<file path="src/rtl/gpio_pkg.sv">
// rtl/gpio_pkg.sv - shared GPIO constants and per-bit debounce state type
package gpio_pkg;

    localparam int GPIO_WIDTH                   = 16;
    localparam int GPIO_DEBOUNCE_CYCLES_DEFAULT = 500000;
    localparam int GPIO_DEBOUNCE_CNT_W          = 20;

    typedef enum logic {
        IDLE  = 1'b0,
        COUNT = 1'b1
    } deb_state_e;

endpackage

</file>
<file path="src/rtl/gpio_input_debounce_if.sv">
// rtl/gpio_input_debounce_if.sv - pad input and debounced output bundle
interface gpio_input_debounce_if import gpio_pkg::*; #(
    parameter int WIDTH = GPIO_WIDTH
);

    logic [WIDTH-1:0] gpio_in;
    logic [WIDTH-1:0] data_out;
    logic [WIDTH-1:0] rise_pulse;
    logic [WIDTH-1:0] fall_pulse;
    logic             change;

    modport master (
        output gpio_in,
        input  data_out,
        input  rise_pulse,
        input  fall_pulse,
        input  change
    );

    modport slave (
        input  gpio_in,
        output data_out,
        output rise_pulse,
        output fall_pulse,
        output change
    );

endinterface

</file>
<file path="src/rtl/gpio_debounce_bit.sv">
// rtl/gpio_debounce_bit.sv - single-bit synchronizer, stability counter and edge pulses
module gpio_debounce_bit import gpio_pkg::*; #(
    parameter int CNT_W           = GPIO_DEBOUNCE_CNT_W,
    parameter int DEBOUNCE_CYCLES = GPIO_DEBOUNCE_CYCLES_DEFAULT
) (
    input  logic clk,
    input  logic rst,
    input  logic i_pad,
    output logic o_level,
    output logic o_rise,
    output logic o_fall,
    output logic o_event_nxt
);

    // Terminal count: the level is accepted on the edge where the counter
    // already shows DEBOUNCE_CYCLES-1 differing samples.
    localparam logic [CNT_W-1:0] CNT_LAST = CNT_W'(DEBOUNCE_CYCLES - 1);
    localparam logic [CNT_W-1:0] CNT_ONE  = CNT_W'(1);

    logic             r_s1;
    logic             r_s2;
    logic             r_stb;
    logic             r_rise;
    logic             r_fall;
    logic [CNT_W-1:0] r_cnt;
    deb_state_e       r_state;

    deb_state_e       w_state_nxt;
    logic [CNT_W-1:0] w_cnt_nxt;
    logic             w_stb_nxt;
    logic             w_rise_nxt;
    logic             w_fall_nxt;
    logic             w_differs;

    assign w_differs = r_s2 ^ r_stb;

    // Two-flop synchronizer into clk.
    always_ff @(posedge clk) begin
        if (rst) begin
            r_s1 <= 1'b0;
            r_s2 <= 1'b0;
        end else begin
            r_s1 <= i_pad;
            r_s2 <= r_s1;
        end
    end

    // Next-state: count consecutive differing samples, accept at terminal count,
    // clear on any bounce back to the stable level.
    always_comb begin
        w_state_nxt = r_state;
        w_cnt_nxt   = r_cnt;
        w_stb_nxt   = r_stb;
        w_rise_nxt  = 1'b0;
        w_fall_nxt  = 1'b0;
        case (r_state)
            IDLE: begin
                if (w_differs) begin
                    if (r_cnt == CNT_LAST) begin
                        w_stb_nxt  = r_s2;
                        w_cnt_nxt  = '0;
                        w_rise_nxt = r_s2;
                        w_fall_nxt = ~r_s2;
                    end else begin
                        w_state_nxt = COUNT;
                        w_cnt_nxt   = r_cnt + CNT_ONE;
                    end
                end
            end
            COUNT: begin
                if (!w_differs) begin
                    w_state_nxt = IDLE;
                    w_cnt_nxt   = '0;
                end else if (r_cnt == CNT_LAST) begin
                    w_state_nxt = IDLE;
                    w_stb_nxt   = r_s2;
                    w_cnt_nxt   = '0;
                    w_rise_nxt  = r_s2;
                    w_fall_nxt  = ~r_s2;
                end else begin
                    w_cnt_nxt = r_cnt + CNT_ONE;
                end
            end
            default: begin
                w_state_nxt = IDLE;
                w_cnt_nxt   = '0;
            end
        endcase
    end

    // State, stable level and one-cycle pulse registers.
    always_ff @(posedge clk) begin
        if (rst) begin
            r_state <= IDLE;
            r_cnt   <= '0;
            r_stb   <= 1'b0;
            r_rise  <= 1'b0;
            r_fall  <= 1'b0;
        end else begin
            r_state <= w_state_nxt;
            r_cnt   <= w_cnt_nxt;
            r_stb   <= w_stb_nxt;
            r_rise  <= w_rise_nxt;
            r_fall  <= w_fall_nxt;
        end
    end

    assign o_level     = r_stb;
    assign o_rise      = r_rise;
    assign o_fall      = r_fall;
    assign o_event_nxt = w_rise_nxt | w_fall_nxt;

endmodule

</file>
<file path="src/rtl/gpio_input_debounce.sv">
// rtl/gpio_input_debounce.sv - per-bit GPIO pad debounce with edge and change pulses
module gpio_input_debounce import gpio_pkg::*; #(
    parameter int WIDTH           = GPIO_WIDTH,
    parameter int CNT_W           = GPIO_DEBOUNCE_CNT_W,
    parameter int DEBOUNCE_CYCLES = GPIO_DEBOUNCE_CYCLES_DEFAULT
) (
    input  logic                 clk,
    input  logic                 rst,
    gpio_input_debounce_if.slave bus
);

    logic [WIDTH-1:0] w_level;
    logic [WIDTH-1:0] w_rise;
    logic [WIDTH-1:0] w_fall;
    logic [WIDTH-1:0] w_event_nxt;
    logic             r_change;

    for (genvar g = 0; g < WIDTH; g++) begin : g_bit
        gpio_debounce_bit #(
            .CNT_W           (CNT_W),
            .DEBOUNCE_CYCLES (DEBOUNCE_CYCLES)
        ) u_bit (
            .clk         (clk),
            .rst         (rst),
            .i_pad       (bus.gpio_in[g]),
            .o_level     (w_level[g]),
            .o_rise      (w_rise[g]),
            .o_fall      (w_fall[g]),
            .o_event_nxt (w_event_nxt[g])
        );
    end

    // Change flag registered from the same next-pulse terms so it lines up with the pulses.
    always_ff @(posedge clk) begin
        if (rst) begin
            r_change <= 1'b0;
        end else begin
            r_change <= |w_event_nxt;
        end
    end

    assign bus.data_out   = w_level;
    assign bus.rise_pulse = w_rise;
    assign bus.fall_pulse = w_fall;
    assign bus.change     = r_change;

endmodule

</file>
<file path="src/flat_wrapper.sv">
// flat-port wrapper written by rule: the top's interface ports become plain ports
module gpio_input_debounce_flat import gpio_pkg::*;
#(
    parameter int WIDTH           = GPIO_WIDTH,
    parameter int CNT_W           = GPIO_DEBOUNCE_CNT_W,
    parameter int DEBOUNCE_CYCLES = GPIO_DEBOUNCE_CYCLES_DEFAULT
)
  (clk, rst, bus_gpio_in, bus_data_out, bus_rise_pulse, bus_fall_pulse, bus_change);
  gpio_input_debounce_if #(.WIDTH(WIDTH)) bus_i ();
  input  logic clk;
  input  logic rst;
  input wire logic [$bits(bus_i.gpio_in)-1:0] bus_gpio_in;
  output wire logic [$bits(bus_i.data_out)-1:0] bus_data_out;
  output wire logic [$bits(bus_i.rise_pulse)-1:0] bus_rise_pulse;
  output wire logic [$bits(bus_i.fall_pulse)-1:0] bus_fall_pulse;
  output wire logic [$bits(bus_i.change)-1:0] bus_change;
  assign bus_i.gpio_in = bus_gpio_in;
  assign bus_data_out = bus_i.data_out;
  assign bus_rise_pulse = bus_i.rise_pulse;
  assign bus_fall_pulse = bus_i.fall_pulse;
  assign bus_change = bus_i.change;
  gpio_input_debounce #(.WIDTH(WIDTH), .CNT_W(CNT_W), .DEBOUNCE_CYCLES(DEBOUNCE_CYCLES)) u_core (.clk(clk), .rst(rst), .bus(bus_i));
endmodule
</file>
<file path="config.mk">
export PLATFORM = sky130hd
export DESIGN_NAME = gpio_input_debounce_flat
export DESIGN_NICKNAME = d
export VERILOG_FILES = /design/src/rtl/gpio_pkg.sv /design/src/rtl/gpio_input_debounce_if.sv /design/src/rtl/gpio_debounce_bit.sv /design/src/rtl/gpio_input_debounce.sv /design/src/flat_wrapper.sv
export SDC_FILE = /design/constraint.sdc
export NUM_CORES = 1
export LEC_CHECK = 0
export BUFFER_PORTS_ARGS = -buffer_cell sky130_fd_sc_hd__buf_4
export CORE_ASPECT_RATIO = 1.4
export CORE_MARGIN = 4
export CORE_UTILIZATION = 39
export CTS_CLUSTER_DIAMETER = 30
export DETAILED_ROUTE_END_ITERATION = 10
export GPL_ROUTABILITY_DRIVEN = 0
export GPL_TIMING_DRIVEN = 0
export HOLD_SLACK_MARGIN = 0.15
export PLACE_DENSITY_LB_ADDON = 0.3
export SLEW_MARGIN = 20
export SYNTH_ARGS = -nofsm -noshare
export SYNTH_HDL_FRONTEND = slang
export SYNTH_HIERARCHICAL = 1
export SYNTH_SLANG_ARGS = --single-unit
export TNS_END_PERCENT = 100
</file>
<file path="constraint.sdc">
create_clock -name clk -period 2.8 [get_ports clk]
set_clock_uncertainty 0.1 [all_clocks]
set_input_delay 0.14 -clock clk [delete_from_list [all_inputs] [get_ports clk]]
set_output_delay 0.14 -clock clk [all_outputs]
set_load 0.1 [all_outputs]
</file>
# --- Word-level counts from Yosys, hierarchy flattened ---
# Cells that the tools add are included.
classes:
  add_sub_neg: 16
  n_eq_ne: 32
  muxes: 176
  n_bitwise: 80
  reduce_logical: 33
ops:
  columns: ["cell", "count"]
  rows:
  - ["$mux 20", 48]
  - ["$pmux 20 s2", 16]
  - ["$add 20x1->20 const B", 16]
  - ["$eq 20x19->1 const B", 16]
  - ["$mux 1", 112]
  - ["$not 1->1", 48]
  - ["$ne 2x2->1 const B", 16]
  - ["$reduce_and 2->1", 16]
  - ["$reduce_or 2->1", 16]
  - ["$or 1x1->1", 16]
  - ["$reduce_or 16->1", 1]
  - ["$xor 1x1->1", 16]
totals:
  reg_bits: 417
  input_bits: 18
  out_inout_bits: 49
  wordCells: 450

# --- Longest topological paths before layout ---
# Gate-level depths: netlist (run 1).
depth:
  depth_word: 5
  ltp_mapped: 8
  ltp_nobuf: 7

# --- By module ---
# The synthesis (run 1) kept the hierarchy.
by_module_without_submodules:
  columns: ["mod", "n_inst", "cells_each", "area_per_inst_um2", "seq_area_each_um2"]
  rows:
  - ["gpio_debounce_bit", 16, 161, 1375.1, 520.5]
  - ["gpio_input_debounce", 1, 6, 53.8, 20.0]

# --- Least setup slack after synthesis (run 1) ---
# OpenSTA, ideal clock, no wires.
synth_timing:
  path_type: "register to register"
  from: "reg u_core.g_bit[0].u_bit.r_stb"
  to: "reg u_core.g_bit[0].u_bit.r_cnt[5]"
  setup_time_ps: 69
  t_arrival_ps: 2050
  t_required_ps: 2631
  setup_slack_ps: 581
  stages_incl_launch_ff: 6
  n_path_buf: 0
  period_less_slack_ps: 2219
  path_cell_list: "dfxtp_1 -> xnor2_2 -> nor2_4 -> o21ai_2 -> or3_2 -> o21ai_1"
synth_between:
  elab_chain_cells: 3
  elab_cells_between_ends: 4
  classes_between: "eq/ne (1); mux (2); bitwise (1)"
synth_lines:
  columns: ["item", "line", "source"]
  rows:
  - ["start: declaration", "gpio_debounce_bit.sv:22", "logic r_stb;"]
  - ["start signal: assignment", "gpio_debounce_bit.sv:102", "r_stb <= w_stb_nxt;"]
  - ["$xor 1x1->1 (*)", "gpio_debounce_bit.sv:35", "assign w_differs = r_s2 ^ r_stb;"]
  - ["$mux 20", "gpio_debounce_bit.sv:71", "if (!w_differs) begin"]
  - ["$pmux 20 s2", "gpio_debounce_bit.sv:56", "case (r_state)"]
  - ["end signal: assignment", "gpio_debounce_bit.sv:101", "r_cnt <= w_cnt_nxt;"]
  - ["end: declaration", "gpio_debounce_bit.sv:25", "logic [CNT_W-1:0] r_cnt;"]
# Mark *: on every way between the ends. The rest lies on a longest branch, timed or not.
# A chain may end at the register's enable or synchronous reset.

# --- Final worst setup path (run 1) ---
layout_timing:
  from: "reg u_core.g_bit[11].u_bit.r_cnt[0]"
  to: "reg u_core.r_change (netlist: u_core/bus.change)"
layout_between:
  elab_chain_cells: 5
  elab_cells_between_ends: 7
  classes_between: "eq/ne (1); mux (4); bitwise (1); reduce/logical (1)"
layout_lines:
  columns: ["item", "line", "source"]
  rows:
  - ["start: declaration", "gpio_debounce_bit.sv:25", null]
  - ["start signal: assignment", "gpio_debounce_bit.sv:101", null]
  - ["$eq 20x19->1 (*)", "gpio_debounce_bit.sv:59, gpio_debounce_bit.sv:74", null]
  - ["$mux 1", "gpio_debounce_bit.sv:59, gpio_debounce_bit.sv:74", null]
  - ["$mux 1", "gpio_debounce_bit.sv:58, gpio_debounce_bit.sv:71", null]
  - ["$or 1x1->1 (*)", "gpio_debounce_bit.sv:111", "assign o_event_nxt = w_rise_nxt | w_fall_nxt;"]
  - ["named net u_core.w_event_nxt[11]", "gpio_input_debounce.sv:15", "logic [WIDTH-1:0] w_event_nxt;"]
  - ["$reduce_or 16->1 (*)", "gpio_input_debounce.sv:38", "r_change <= |w_event_nxt;"]
  - ["end signal: assignment", "gpio_input_debounce.sv:38", null]
  - ["end: declaration", "gpio_input_debounce.sv:16", "logic r_change;"]
# Mark *: on every way through the listed nets, which the timed path passes. The rest lies on a longest branch.

==> results.json, run 1 <==
{
  "cellPowerDensity_mw_per_mm2": 685,
  "reg2reg_depth": 8,
  "die_h_um": 289,
  "syn_nets": 2616,
  "final_common_cell": "dfxtp_1",
  "synth_top_cell_area_share": 0.379,
  "drc": 0,
  "ys_ff_latch": 417,
  "finalCritPeriodShare": 0.948,
  "hold_class": "reg2reg",
  "dp_hpwl_um": 37600,
  "ant_nets": 0,
  "final_cells": 3595,
  "outcome": "finished clean",
  "cts.sinks": 417,
  "cts_buffer_depth": 3,
  "most-common-layout-cells": "dfxtp_1 (417), nand3_1 (192), nor2_1 (176), nand4_1 (160), nand2_1 (160)",
  "cts_tree": "done",
  "dp.cells": 3376,
  "drt_first_pass_iters": 5,
  "hold_viol_final": 0,
  "grt_max_degree": 18,
  "r2r_start": "u_core/g_bit[11].u_bit/r_cnt[0]",
  "setup_viol_count_final": 0,
  "nets": 2821,
  "syn_area_mm2": 0.0221,
  "cp-startpoint": "u_core/g_bit[11].u_bit/r_cnt[0]",
  "rows": 102,
  "grt_pass1_vias": 19300,
  "ys_seq_area_frac": 0.379,
  "antenna_found_initial": 0,
  "setup_tns_ns": 0,
  "design_area_mm2": 0.0274,
  "max_cap_viol_count": 0,
  "post_synth_inst_count": 2582,
  "end_kind": "flop",
  "final_util": 0.493,
  "hold_ws_ns": 0.336,
  "min_from": "u_core/g_bit[7].u_bit/r_s1",
  "synth_edf_count": 0,
  "post_dp_cell_area_mm2": 0.0235,
  "antenna_cells": 0,
  "path_cells": "ha_1 -> and4_1 -> buf_4 -> nand4_1 -> or2_2 -> nor2_1 -> nor4_1 -> a41oi_1",
  "pin_count": 67,
  "cts.clk_slew.worst_paths_ns": 0.04,
  "finalCriticalPeriod_ns": 2.65,
  "die_w_um": 209,
  "synth-async-reset-ratio": 0,
  "cts_made_buffers": 99,
  "critPathRequiredTime_ns": 3.13,
  "r2r_slack_ns": 0.15,
  "synth_top_cell_by_area": "dfxtp_1",
  "drt_iter0_drc": 1177,
  "syn_avg_cell_area_um2": 8.54,
  "io_buffers": 66,
  "drv_slew": 0,
  "ir_drop_mv": 0.493,
  "critPathLaunchType": "flop",
  "cts_setup_buffers": 0,
  "routedWlPerCell_um": 15.2,
  "area_growth_pct": 24.4,
  "path_max_fanout": 6,
  "ys_warn_count": 6,
  "initial_core_util": 0.396,
  "slew_headroom": 0.366,
  "rr_endpoint": "u_core/bus.change",
  "ys.flop_type": "dfxtp_1",
  "arrival_ns": 2.98,
  "synthTopCellsByArea": "dfxtp_1 (38%), nand4_1 (4.5%), nand3_1 (4.4%)",
  "cts-root-buf": "clkbuf_16",
  "slowest_delay_ns": 0.83,
  "overflow": 0,
  "ys_types": 47,
  "grt_usage": 0.176,
  "die-area_mm2": 0.0605,
  "wirelength_um": 54800,
  "crit_type": "reg2reg",
  "grt_setup_unrepaired": "false",
  "fillers": 5172,
  "critPathCapture": "u_core/bus.change",
  "cp_slowest_cell": "nor4_1",
  "clkLatencyLatePin_ns": 0.62,
  "vias": 20200,
  "p_leak_uw": 0.0100,
  "core-area_mm2": 0.0556,
  "grt_pass1_wl_um": 92500,
  "max_freq_ghz": 0.377,
  "htree_levels": 3,
  "tightest_slew_ns": 0.942,
  "via_per_inst": 5.61,
  "drive_gt1_frac": 0.205
}
==> flip-flops by register name, indices dropped and copies added (netlist names) <==
signal                      flops
u_core/g_bit.u_bit/r_s1        16
u_core/bus.change               1
u_core/g_bit.u_bit/o_level     16
u_core/g_bit.u_bit/o_fall      16
u_core/g_bit.u_bit/r_s2        16
u_core/g_bit.u_bit/o_rise      16
u_core/g_bit.u_bit/r_state     16
u_core/g_bit.u_bit/r_cnt      320
==> through the flow <==
step                power [uW]  setup WS, ns
floorplan                 6520         0.581
global placement          6660         0.273
detailed placement        6670         0.254
CTS                      19100         0.233
global route             19500         0.116
finish                   18800         0.147
==> area by class of cell <==
cell class,count,area (um2),share of cell area
repair buffers,104,876,0.0319
plain buffers,144,1100,0.0401
clock buffers,130,2820,0.103
clock inverters,51,769,0.0281
flip-flops and latches,417,8350,0.304
inverters,80,300,0.0109
multi-input cells,1941,12300,0.449
well taps,728,911,0.0332
==> critical path, delay by kind of cell (launching register included) <==
kind,cells,cell delay (ns)
adder cells (fa/ha/maj),1,0.25
AND/OR/NAND/NOR,5,1.39
flip-flops,1,0.35
AO/OA/AOI/OAI,1,0.23
buffers and inverters,1,0.15
==> repair_timing <==
action	CTS	global route
gates resized for setup	0	0
endpoints found under the hold margin	97	0
hold buffers	38	0
==> worst min-delay path by stage <==
stage	cells after the start	to	slack [ns]
final	1	u_core/g_bit[7].u_bit/r_s2	0.34
after global routing	1	u_core/g_bit[15].u_bit/r_s2	0.34
after CTS	1	u_core/g_bit[15].u_bit/r_s2	0.34
after detailed placement	2	u_core/g_bit[2].u_bit/r_s1	0.25
after global placement	2	u_core/g_bit[2].u_bit/r_s1	0.25
after floorplan	1	u_core/bus.change	0.11
==> synth_stat cells (48+ instances only) <==
cell / number
or3_1: 80
or3_2: 48
nor2b_1: 48
dfxtp_1: 417
a21oi_1: 128
nor4_1: 68
inv_1: 80
and4_1: 64
nand2_1: 160
nor3_1: 96
nor2_1: 176
o21ai_0: 144
o21ai_1: 48
nand4_1: 160
nand3_1: 192
==> power breakdown <==
| part | switching [uW] | internal [uW] |
|---|---|---|
| clock network | 3700 | 8490 |
| registers | 42.1 | 6000 |
| logic | 341 | 224 |
==> layer usage <==
layer,vias up,track usage,part of all wire
li1,10000,-,-
met1,9536,0.205,0.42
met2,497,0.320,0.51
met3,103,0.0294,0.044
met4,0,0.0739,0.025
met5,-,0,0
==> kinds of logic (layout without fill, tap and decap cells) <==
logic type,count (synthesis),count (layout),share of synthesized area
simple gates,1348,1348,0.368
flops,417,417,0.379
fa+ha+maj,16,16,0.00908
mux,16,16,0.00726
xor+xnor,64,64,0.0363
compound gates,497,497,0.137
buf+inv,224,509,0.0635
Power figures use the tool's default switching activity.
==> run 2: changes to the inputs <==
Settings changed: CORE_UTILIZATION 39 to 25.
==> results.json, run 2 (same netlist as run 1, synthesis figures left out) <==
{
  "outcome": "finished clean",
  "largest_register": "u_core/g_bit.u_bit/r_cnt",
  "arrival_ns": 3.03,
  "path_max_fanout": 6,
  "min_from": "u_core/g_bit[10].u_bit/r_s1",
  "core-area_mm2": 0.0873,
  "drv_slew": 0,
  "cts.sinks": 417,
  "io_buffers": 66,
  "overflow": 0,
  "final_common_cell": "dfxtp_1",
  "htree_levels": 3,
  "finalCriticalPeriod_ns": 2.62,
  "cts-root-buf": "clkbuf_16",
  "area_growth_pct": 29.8,
  "cts.clk_slew.worst_paths_ns": 0.05,
  "total_power_uw": 20400,
  "die_h_um": 359,
  "drc": 0,
  "swShare": 0.212,
  "hold_ws_ns": 0.328,
  "p_seq_frac": 0.296,
  "dp.cells": 3818,
  "vias": 19800,
  "routedWlPerCell_um": 14.2,
  "grt_usage": 0.123,
  "min_to": "u_core/g_bit[10].u_bit/r_s2",
  "p_leak_uw": 0.0103,
  "antenna_found_initial": 1,
  "grt_pass1_wl_um": 96900,
  "drive_gt1_frac": 0.211,
  "cts_tree": "done",
  "ir_drop_mv": 0.484,
  "tightest_slew_ns": 0.821,
  "cts_made_buffers": 110,
  "end_kind": "flop",
  "grt_max_degree": 18,
  "max_cap_viol_count": 0,
  "dp_hpwl_um": 39800,
  "slew_headroom": 0.448,
  "grt_setup_unrepaired": "false",
  "max_freq_ghz": 0.381,
  "r2r_slack_ns": 0.18,
  "setup_tns_ns": 0,
  "cellPowerDensity_mw_per_mm2": 712,
  "hold_viol_final": 0,
  "critPathLaunchType": "flop",
  "critPathRequiredTime_ns": 3.20,
  "die-area_mm2": 0.0931,
  "p_switching_uw": 4320,
  "nets": 2843,
  "rr_endpoint": "u_core/bus.change",
  "reg2reg_depth": 8,
  "min_path_cells": 1,
  "r2r_start": "u_core/g_bit[1].u_bit/r_cnt[0]",
  "rows": 128,
  "initial_core_util": 0.253,
  "setup_viol_count_final": 0,
  "cts_buffer_depth": 3,
  "hold_class": "reg2reg",
  "p_clk_frac": 0.675,
  "crit_type": "reg2reg",
  "via_per_inst": 4.86,
  "final_cells": 4072,
  "clkLatencyLatePin_ns": 0.67,
  "wirelength_um": 57900,
  "largest_register_ffs": 320,
  "finalCritPeriodShare": 0.937,
  "grt_pass1_vias": 19400,
  "antenna_cells": 0,
  "ant_nets": 0,
  "drt_first_pass_iters": 5,
  "pin_count": 67,
  "most-common-layout-cells": "dfxtp_1 (417), nand3_1 (192), nor2_1 (174), nand4_1 (160), nand2_1 (160)",
  "cts_setup_buffers": 0,
  "drt_iter0_drc": 1009,
  "combPwrFrac": 0.029,
  "internal-power_uw": 16100,
  "die_w_um": 259
}
-- run 2: cell count changes in the layout (fill, tap and decap cells not counted), sizes merged --
| cell | change |
|---|---|
| bufinv | +8 |
| clkbuf | +15 |
| clkinv | +21 |
| clkinvlp | +1 |
| dlygate4sd3 | +11 |
| inv | -21 |
-- run 2: worst max path at each step --
stage	startpoint	end	slack, ns	depth (start not counted)
final	u_core/g_bit[1].u_bit/r_cnt[0]	u_core/bus.change	0.18	8
after global routing	u_core/g_bit[4].u_bit/r_cnt[0]	u_core/bus.change	0.06	8
after CTS	u_core/g_bit[4].u_bit/r_cnt[0]	u_core/bus.change	0.08	8
after detailed placement	u_core/g_bit[1].u_bit/r_cnt[0]	u_core/bus.change	-0.10	8
after global placement	u_core/g_bit[4].u_bit/r_cnt[0]	u_core/bus.change	-0.27	8
after floorplan	u_core/g_bit[0].u_bit/o_level	u_core/g_bit[0].u_bit/r_cnt[5]	0.58	5
-- run 2: final cells by class --
class	count	area, um2
Multi-Input combinational cell	1941	12300
Inverter	80	300
Fill cell	9111	58700
Timing Repair Buffer	115	986
Clock buffer	145	3110
Clock inverter	60	1000
Tap cell	1170	1460
Sequential cell	417	8350
Buffer	144	1100
-- run 2: worst max-delay path: stages (launching register included) --
cell and delay [ns]:
dfxtp_1 0.34, ha_1 0.24, and4_1 0.20, buf_4 0.15, nand4_1 0.14, or2_2 0.17, nor2_2 0.11, nor4_2 0.78
a41oi_1 0.21
-- run 2: routing by layer --
metal	vias to the layer above	track usage	part of all wire
li1	10100	-	-
met1	9229	0.143	0.43
met2	337	0.211	0.48
met3	141	0.0273	0.044
met4	0	0.0649	0.040
met5	-	0	0
-- run 2: through the flow --
| stage | setup WS [ns] | area (um2) | util |
|---|---|---|---|
| floorplan | 0.581 | 22100 | - |
| global placement | -0.273 | 24000 | 0.275 |
| detailed placement | -0.104 | 24000 | 0.275 |
| CTS | 0.0826 | 28600 | 0.328 |
| global route | 0.0645 | 28600 | 0.328 |
| finish | 0.177 | 28600 | 0.328 |
-- run 2: power by group through the flow --
| stage | sequential (uW) | clock (uW) | combinational, uW |
|---|---|---|---|
| detailed placement | 6150 | 0 | 534 |
| global route | 6040 | 14500 | 650 |
| floorplan | 6140 | 0 | 376 |
| CTS | 6040 | 14200 | 588 |
| finish | 6040 | 13800 | 582 |
| global placement | 6150 | 0 | 532 |
-- run 2: what timing repair did --
item,CTS,global route
endpoints found under the hold margin,97,0
cloned,0,0
resized for setup,2,1
hold buffers,49,0
setup endpoints to repair,1,1
==> run 3: changes to the inputs <==
Settings changed: GPL_TIMING_DRIVEN 0 to default.
==> results.json, run 3 (same netlist as run 1, synthesis figures left out) <==
{
  "outcome": "finished clean",
  "dp_hpwl_um": 41100,
  "overflow": 0,
  "routedWlPerCell_um": 14.7,
  "drt_first_pass_iters": 5,
  "r2r_slack_ns": 0.36,
  "min_to": "u_core/g_bit[12].u_bit/r_s2",
  "most-common-layout-cells": "dfxtp_1 (417), nand3_1 (192), nor2_1 (176), nand4_1 (160), nand2_1 (160)",
  "die-area_mm2": 0.0931,
  "hold_class": "reg2reg",
  "critPathRequiredTime_ns": 3.17,
  "vias": 19500,
  "cts.sinks": 417,
  "drt_iter0_drc": 956,
  "nets": 2731,
  "io_buffers": 66,
  "ir_drop_mv": 0.471,
  "tightest_slew_ns": 0.798,
  "cellPowerDensity_mw_per_mm2": 726,
  "setup_tns_ns": 0,
  "setup_viol_count_final": 0,
  "slew_headroom": 0.463,
  "r2r_start": "u_core/g_bit[11].u_bit/r_cnt[0]",
  "hold_viol_final": 0,
  "cts_buffer_depth": 3,
  "grt_usage": 0.123,
  "die_h_um": 359,
  "via_per_inst": 4.94,
  "combPwrFrac": 0.028,
  "p_leak_uw": 0.00974,
  "p_seq_frac": 0.300,
  "max_freq_ghz": 0.410,
  "pin_count": 67,
  "max_cap_viol_count": 0,
  "reg2reg_depth": 7,
  "crit_type": "reg2reg",
  "ant_nets": 0,
  "finalCritPeriodShare": 0.872,
  "rows": 128,
  "drv_slew": 0,
  "drive_gt1_frac": 0.194,
  "hold_ws_ns": 0.327,
  "swShare": 0.216,
  "finalCriticalPeriod_ns": 2.44,
  "grt_pass1_vias": 19300,
  "clkLatencyLatePin_ns": 0.64,
  "final_common_cell": "dfxtp_1",
  "cts_hold_buf": 46,
  "largest_register_ffs": 320,
  "area_growth_pct": 25.7,
  "core-area_mm2": 0.0873,
  "antenna_cells": 0,
  "cts_setup_buffers": 0,
  "cts-root-buf": "clkbuf_16",
  "post_cts_resized": 0,
  "min_path_cells": 1,
  "fillers": 9134,
  "largest_register": "u_core/g_bit.u_bit/r_cnt",
  "drc": 0,
  "layout.area.seq_mm2": 0.00835,
  "critPathLaunchType": "flop",
  "rr_endpoint": "u_core/bus.change",
  "cts.clk_slew.worst_paths_ns": 0.05,
  "die_w_um": 259,
  "wirelength_um": 58200,
  "grt_max_degree": 42,
  "min_from": "u_core/g_bit[12].u_bit/r_s1",
  "multi_input_area_mm2": 0.0123,
  "internal-power_uw": 15800,
  "initial_core_util": 0.253,
  "p_clk_frac": 0.671,
  "path_max_fanout": 6,
  "htree_levels": 3,
  "end_kind": "flop",
  "cts_tree": "done",
  "arrival_ns": 2.81,
  "p_switching_uw": 4360,
  "grt_pass1_wl_um": 97600,
  "grt_setup_unrepaired": "false",
  "antenna_found_initial": 1,
  "cts_made_buffers": 103
}
==> run 3: changes by cell type in the layout (fill, tap and decap cells not counted), sizes merged, moves of 4 or more <==
cell      change
buf          -22
clkinvlp     +15
bufinv        +5
inv           +4
clkbuf      -112
==> run 3: metrics by stage <==
| step | area, um2 | setup WS, ns | power, uW | cells | util |
|---|---|---|---|---|---|
| after CTS | 27700 | 0.248 | 20500 | 3956 | 0.318 |
| after global routing | 27700 | 0.0372 | 20900 | 3956 | 0.318 |
| after global placement | 23300 | 0.266 | 6680 | 3716 | 0.267 |
| after detailed placement | 23300 | 0.245 | 6680 | 3716 | 0.267 |
| after floorplan | 22100 | 0.581 | 6520 | 2582 | - |
| final | 27700 | 0.358 | 20100 | 3956 | 0.318 |
==> run 3: worst max-delay path by stage <==
| stage | slack (ns) | depth (start not counted) | startpoint | endpoint |
|---|---|---|---|---|
| finish | 0.36 | 7 | u_core/g_bit[11].u_bit/r_cnt[0] | u_core/bus.change |
| global route | 0.04 | 7 | u_core/g_bit[11].u_bit/r_cnt[0] | u_core/bus.change |
| CTS | 0.25 | 7 | u_core/g_bit[11].u_bit/r_cnt[0] | u_core/bus.change |
| detailed placement | 0.25 | 7 | u_core/g_bit[13].u_bit/r_cnt[0] | u_core/bus.change |
| global placement | 0.27 | 7 | u_core/g_bit[13].u_bit/r_cnt[0] | u_core/bus.change |
| floorplan | 0.58 | 5 | u_core/g_bit[0].u_bit/o_level | u_core/g_bit[0].u_bit/r_cnt[5] |
==> run 3: per-layer routing <==
layer / global-route usage / share of wire / up-vias
met5: 0 / 0.00017 / -
met3: 0.0297 / 0.046 / 126
met1: 0.145 / 0.43 / 9269
met4: 0.0474 / 0.029 / 2
met2: 0.213 / 0.49 / 327
li1: - / - / 9819
==> run 3: cell type report <==
cell class / count / share of cell area
multi-input cells: 1941 / 0.444
flip-flops and latches: 417 / 0.301
clock buffers: 113 / 0.0972
well taps: 1170 / 0.0528
repair buffers: 154 / 0.0474
clock inverters: 81 / 0.0465
inverters: 80 / 0.0108
==> run 3: worst max-delay path, stage by stage (launching register included) <==
cell	delay, ns
dfxtp_1	0.33
ha_1	0.24
and4_1	0.29
nand4_1	0.16
or2_2	0.16
nor2_1	0.06
nor4_1	0.73
a41oi_1	0.19
==> run 3: power by group through the flow <==
stage                     registers [uW]  logic [uW]  clock network [uW]
after CTS                           6040         581               13900
after floorplan                     6140         376                   0
after global placement              6150         530                   0
after detailed placement            6150         529                   0
final                               6040         573               13500
after global routing                6040         637               14200
